[src/rtl/fifo_read_ctrl_if.sv]
// Read-side bundle of the async FIFO: synchronised write pointer, memory port,
// read pointers, status, and the output valid/ready stream.
interface fifo_read_ctrl_if #(
  parameter int DATA_WIDTH = 8,
  parameter int ADDR_WIDTH = 6
);
  logic [ADDR_WIDTH:0]   g_wptr_sync;
  logic [DATA_WIDTH-1:0] mem_rdata;
  logic [ADDR_WIDTH:0]   b_rptr;
  logic [ADDR_WIDTH:0]   g_rptr;
  logic                  r_en;
  logic                  empty;
  logic [DATA_WIDTH-1:0] m_data;
  logic                  m_valid;
  logic                  m_ready;
  logic [ADDR_WIDTH:0]   level;
  logic                  ptr_err;

  modport master (
    input  g_wptr_sync, mem_rdata, m_ready,
    output b_rptr, g_rptr, r_en, empty, m_data, m_valid, level, ptr_err
  );

  modport slave (
    output g_wptr_sync, mem_rdata, m_ready,
    input  b_rptr, g_rptr, r_en, empty, m_data, m_valid, level, ptr_err
  );
endinterface

[src/rtl/fifo_read_ctrl.sv]
// Async FIFO read-domain controller: read pointers, registered empty/level,
// sticky pointer-error flag and a single-register valid/ready output stage.
module fifo_read_ctrl #(
  parameter int DATA_WIDTH = 8,
  parameter int ADDR_WIDTH = 6
) (
  input logic              rclk,
  input logic              rrst,
  fifo_read_ctrl_if.master bus
);
  localparam int PW = ADDR_WIDTH + 1;
  localparam logic [PW-1:0] DEPTH_L = {1'b1, {ADDR_WIDTH{1'b0}}};

  function automatic logic [PW-1:0] bin2gray(input logic [PW-1:0] b);
    return b ^ (b >> 1);
  endfunction

  function automatic logic [PW-1:0] gray2bin(input logic [PW-1:0] g);
    logic [PW-1:0] b;
    b[PW-1] = g[PW-1];
    for (int i = PW - 2; i >= 0; i--) begin
      b[i] = b[i+1] ^ g[i];
    end
    return b;
  endfunction

  logic [PW-1:0]         b_rptr_r;
  logic [PW-1:0]         g_rptr_r;
  logic                  empty_r;
  logic [DATA_WIDTH-1:0] m_data_r;
  logic                  m_valid_r;
  logic [PW-1:0]         level_r;
  logic                  ptr_err_r;

  logic                  r_en_s;
  logic [PW-1:0]         b_rptr_next_s;
  logic [PW-1:0]         g_rptr_next_s;
  logic [PW-1:0]         b_wptr_bin_s;
  logic [PW-1:0]         level_next_s;

  // Pop whenever data exists and the output register is free or draining.
  always_comb begin
    r_en_s        = 1'b0;
    b_rptr_next_s = b_rptr_r;
    if (!empty_r && (!m_valid_r || bus.m_ready)) begin
      r_en_s        = 1'b1;
      b_rptr_next_s = b_rptr_r + {{(PW-1){1'b0}}, 1'b1};
    end else begin
      r_en_s        = 1'b0;
      b_rptr_next_s = b_rptr_r;
    end
    g_rptr_next_s = bin2gray(b_rptr_next_s);
    b_wptr_bin_s  = gray2bin(bus.g_wptr_sync);
    level_next_s  = b_wptr_bin_s - b_rptr_next_s;
  end

  // Pointer, status and output-stage registers.
  always_ff @(posedge rclk or posedge rrst) begin
    if (rrst) begin
      b_rptr_r  <= {PW{1'b0}};
      g_rptr_r  <= {PW{1'b0}};
      empty_r   <= 1'b1;
      m_data_r  <= {DATA_WIDTH{1'b0}};
      m_valid_r <= 1'b0;
      level_r   <= {PW{1'b0}};
      ptr_err_r <= 1'b0;
    end else begin
      b_rptr_r <= b_rptr_next_s;
      g_rptr_r <= g_rptr_next_s;
      // Compared against the incoming pointer so a final pop sets empty at once.
      empty_r  <= (g_rptr_next_s == bus.g_wptr_sync);
      level_r  <= level_next_s;
      if (level_next_s > DEPTH_L) begin
        ptr_err_r <= 1'b1;
      end
      if (r_en_s) begin
        m_data_r  <= bus.mem_rdata;
        m_valid_r <= 1'b1;
      end else if (m_valid_r && bus.m_ready) begin
        m_valid_r <= 1'b0;
      end
    end
  end

  assign bus.b_rptr  = b_rptr_r;
  assign bus.g_rptr  = g_rptr_r;
  assign bus.r_en    = r_en_s;
  assign bus.empty   = empty_r;
  assign bus.m_data  = m_data_r;
  assign bus.m_valid = m_valid_r;
  assign bus.level   = level_r;
  assign bus.ptr_err = ptr_err_r;
endmodule

[src/flat_wrapper.sv]
// flat-port wrapper written by rule: the top's interface ports become plain ports
module fifo_read_ctrl_flat 
#(
  parameter int DATA_WIDTH = 8,
  parameter int ADDR_WIDTH = 6
)
  (rclk, rrst, bus_g_wptr_sync, bus_mem_rdata, bus_m_ready, bus_b_rptr, bus_g_rptr, bus_r_en, bus_empty, bus_m_data, bus_m_valid, bus_level, bus_ptr_err);
  fifo_read_ctrl_if #(.DATA_WIDTH(DATA_WIDTH), .ADDR_WIDTH(ADDR_WIDTH)) bus_i ();
  input logic rclk;
  input logic rrst;
  input wire logic [$bits(bus_i.g_wptr_sync)-1:0] bus_g_wptr_sync;
  input wire logic [$bits(bus_i.mem_rdata)-1:0] bus_mem_rdata;
  input wire logic [$bits(bus_i.m_ready)-1:0] bus_m_ready;
  output wire logic [$bits(bus_i.b_rptr)-1:0] bus_b_rptr;
  output wire logic [$bits(bus_i.g_rptr)-1:0] bus_g_rptr;
  output wire logic [$bits(bus_i.r_en)-1:0] bus_r_en;
  output wire logic [$bits(bus_i.empty)-1:0] bus_empty;
  output wire logic [$bits(bus_i.m_data)-1:0] bus_m_data;
  output wire logic [$bits(bus_i.m_valid)-1:0] bus_m_valid;
  output wire logic [$bits(bus_i.level)-1:0] bus_level;
  output wire logic [$bits(bus_i.ptr_err)-1:0] bus_ptr_err;
  assign bus_i.g_wptr_sync = bus_g_wptr_sync;
  assign bus_i.mem_rdata = bus_mem_rdata;
  assign bus_i.m_ready = bus_m_ready;
  assign bus_b_rptr = bus_i.b_rptr;
  assign bus_g_rptr = bus_i.g_rptr;
  assign bus_r_en = bus_i.r_en;
  assign bus_empty = bus_i.empty;
  assign bus_m_data = bus_i.m_data;
  assign bus_m_valid = bus_i.m_valid;
  assign bus_level = bus_i.level;
  assign bus_ptr_err = bus_i.ptr_err;
  fifo_read_ctrl #(.DATA_WIDTH(DATA_WIDTH), .ADDR_WIDTH(ADDR_WIDTH)) u_core (.rclk(rclk), .rrst(rrst), .bus(bus_i));
endmodule
[config.mk]
export PLATFORM = sky130hd
export DESIGN_NAME = fifo_read_ctrl_flat
export DESIGN_NICKNAME = d
export VERILOG_FILES = /design/src/rtl/fifo_read_ctrl_if.sv /design/src/rtl/fifo_read_ctrl.sv /design/src/flat_wrapper.sv
export SDC_FILE = /design/constraint.sdc
export NUM_CORES = 1
export LEC_CHECK = 0
export BUFFER_PORTS_ARGS = -buffer_cell sky130_fd_sc_hd__buf_2
export CAP_MARGIN = 20
export CELL_PAD_IN_SITES_DETAIL_PLACEMENT = 0
export CELL_PAD_IN_SITES_GLOBAL_PLACEMENT = 2
export CORE_ASPECT_RATIO = 1.5
export CORE_MARGIN = 4
export CORE_UTILIZATION = 33
export CTS_CLUSTER_DIAMETER = 200
export DETAILED_ROUTE_END_ITERATION = 6
export PLACE_DENSITY = 0.88
export SETUP_SLACK_MARGIN = 0.1
export SYNTH_ARGS = -nofsm -noshare
export SYNTH_HDL_FRONTEND = slang
export SYNTH_SLANG_ARGS = --single-unit
[constraint.sdc]
create_clock -name rclk -period 3.27 [get_ports rclk]
set_input_delay 0.654 -clock rclk [delete_from_list [all_inputs] [get_ports rclk]]
set_output_delay 0.654 -clock rclk [all_outputs]
set_load 0.02 [all_outputs]
==> impl_metrics.ini <==
[worst_setup_path]
crit_chain = buf_2 -> xor2_2 -> xnor2_2 -> xor2_2 -> xnor2_2 -> xor2_2 -> xnor2_1 -> ha_2 -> inv_1 -> fa_2 -> or3_1 -> nor4_2 -> a21oi_1
critPathArrivalTime_ns = 3.19
cp-start-kind = input pin
critPathBufInv = 2
end_kind = flop
crit_required_ns = 3.43
crit_path_frequent_cell = xor2_2
crit_fanout = 2
worstSetupPathType = input pin to flop
cp_top_family = XOR/XNOR gates
crit_path_top_delay_cell = fa_2
cpPeakStageDelay_ns = 0.41

[route]
initialDrtViolationCount = 58
antenna_left = 0
drc = 0
wl_per_cell_um = 12.6
dr.pass1.iters = 4
vias = 1264
viasPerCell = 4.51
drt-total-wl_um = 3510

[clock_network]
htreeDepth = 2
post-cts-setup-buffers = 0
cts_buffers = 5
clk_path_buf_depth = 2
cts_sinks = 31
clk_pin_slew_ns = 0.07
root_buffer = clkbuf_8
clock_latency_ns = 0.28
cts_tree = built

[timing]
slew_viol_final = 0
setup_violations = 0
fmax_ghz = 0.329
fin_crit_sh_pct = 92.9
hold_viol = 0
slew_headroom_pct = 70.2
tightest_slew_ns = 0.439
clock_skew_ns = 0.00562
totalNegativeSetupSlack_ns = 0
period_needed_ns = 3.04
rsz0062_at_grt = true

[power]
p_leak_nw = 1.08
cellPowerDensity_nw_per_um2 = 1110
ir_worst_vdd_mv = 0.434

[logic_synthesis]
synthesis.area_sq_um = 1790
yosysWarningCount = 0
synth_edf_count = 0
async_flop_share_pct = 100
synth.distinct_cells = 43
avgSynthCellArea_sq_um = 11.8
ys_seq_area_share_pct = 43.4
synth_ff_type = dfrtp_1
syn_inst = 152
syn_nets = 178
synth-seq-cells = 31

[global_route]
grt_remaining_overflow = 0
grt_max_degree = 32
grt_util_met3_pct = 2.76
busiest_layer = met2
use_met1_pct = 12.8
antenna_found_initial = 0
grt_pass1_vias = 1246
grt_usage_pct = 11.2
use_met2_pct = 18.4
grt_pass1_wl_um = 5610

[placement]
placed_cell_area_sq_um = 2150
gp_congestion = 0.748
hpwl_um = 2780
numPlacedInstances = 272
port_buffers = 50

[outcome]
outcome = finished clean

[run]
maxCapViolations = 0

[finish]
insertedDiodeCount = 0
nets = 237
final_area_sq_um = 2280
area_delta_synth_final_pct = 27.3
stdcell_count = 280
layout-drive-gt1-share_pct = 43.9

[floorplanning]
fp.coreArea_sq_um = 5200
start_util_pct = 34.4
num_rows = 32
ios = 51
die_w_um = 68.1
die_height_um = 98.2
dieArea_sq_um = 6690

[min_path]
hp-class = input pin to async pin
-- worst reg2reg max path: cells and delay by family, from the launching register on --
family | cells | cell delay, ns
DFF | 1 | 0.49
AOI/OAI and AO/OA | 2 | 0.17
and+or+nand+nor | 4 | 0.90
adders and majority gates | 2 | 0.78
xor gates and xnor gates | 1 | 0.19
-- synthesized netlist by cell type (all sizes together), types with 2 or more instances --
cell	count	area, sq um
ha	7	87.6
dfrtp	30	751
mux2	9	101
nor2b	4	25.0
nor3	3	15.0
xnor2	13	136
mux2i	3	30.0
buf	6	43.8
o21ai	3	15.0
nand2	9	33.8
nor2	4	17.5
o22ai	2	12.5
inv	15	56.3
nor4	4	52.6
nand3	3	20.0
xor2	12	128
a21oi	6	30.0
xnor3	3	67.6
-- report_power, final --
part / switching [mW] / total [mW] / leakage (nW) / internal [mW]
clock network: 0.142 / 0.388 / 0.0612 / 0.246
registers: 0.118 / 0.664 / 0.353 / 0.546
logic: 0.827 / 1.48 / 0.668 / 0.653
-- logic make-up (layout without fill, tap and decap cells) --
family / after synthesis / after routing / synth area share [%]
and+or+nand+nor: 35 / 35 / 12.7
DFF: 31 / 31 / 43.4
xor gates and xnor gates: 29 / 29 / 19.9
buffers and inverters: 22 / 82 / 5.80
AOI/OAI and AO/OA: 15 / 15 / 4.90
muxes: 12 / 12 / 7.34
adders and majority gates: 8 / 8 / 6.01
-- worst paths after layout --
kind / from / to / slack [ns] / cells after the start
worst max-delay path: bus_g_wptr_sync[6] / u_core.bus.ptr_err / 0.23 / 13
worst min-delay path: rrst / u_core.bus.level[5] / 0.44 / 3
min in group rclk: u_core.bus.m_data[6] / u_core.bus.m_data[6] / 0.50 / 1
worst min register to register: u_core.bus.m_data[6] / u_core.bus.m_data[6] / 0.50 / 1
max in group asynchronous: rrst / u_core.bus.empty / 2.51 / 3
worst max register to register: u_core.bus.b_rptr[0] / u_core.bus.ptr_err / 0.61 / 9
-- per-stage QoR --
| step | hold WS, ns | power [mW] | util (%) | setup WS, ns |
|---|---|---|---|---|
| after CTS | 0.442 | 2.57 | 43.6 | 0.188 |
| after detailed placement | 0.489 | 2.16 | 41.4 | -0.117 |
| after global routing | 0.491 | 2.75 | 43.8 | 0.0741 |
| final | 0.438 | 2.53 | 43.8 | 0.233 |
| after global placement | 0.483 | 2.14 | 41.4 | -0.0675 |
| after floorplan | 0.636 | 1.76 | - | 0.0650 |
-- cells in the final DEF (no fill, tap or decap), drive strengths merged --
cell type,Yosys,layout
a21o,1,1
a21oi,6,6
a31oi,1,1
and2,1,1
and4,1,1
buf,6,59
bufinv,0,1
clkbuf,1,6
clkinv,0,1
dfrtp,30,30
dfstp,1,1
fa,1,1
ha,7,7
inv,15,15
mux2,9,9
mux2i,3,3
nand2,9,9
nand2b,1,1
nand3,3,3
nand3b,1,1
nor2,4,4
nor2b,4,4
nor3,3,3
nor3b,1,1
nor4,4,4
o21a,1,1
o21ai,3,3
o22ai,2,2
o311ai,1,1
or2b,1,1
or3,1,1
or4,1,1
xnor2,13,13
xnor3,3,3
xor2,12,12
xor3,1,1
-- per-layer routing --
layer	up-vias	wire, um
li1	622	-
met1	579	1390
met2	52	1680
met3	11	326
met4	0	122
met5	-	0
-- sequential cells by signal (all words and copies together) (netlist names) --
name	flops
u_core.bus.level	7
u_core.bus.g_rptr	6
u_core.bus.m_data	8
u_core.bus.m_valid	1
u_core.bus.b_rptr	7
u_core.bus.empty	1
u_core.bus.ptr_err	1
-- cell type report --
type                    count  area (sq um)
flip-flops and latches     31           777
multi-input cells          99           923
well taps                  68          85.1
fillers                   520          2930
clock inverters             2          35.0
clock buffers               6          82.6
repair buffers             59           318
inverters                  15          56.3
-- what timing repair did --
item                                    4_1_cts  5_1_grt
gates resized for setup                       0        1
hold buffers                                  0        0
hold endpoints to repair                      0        0
endpoints found under the setup margin        0        1
No activity file was read; power rests on OpenSTA's default activity.
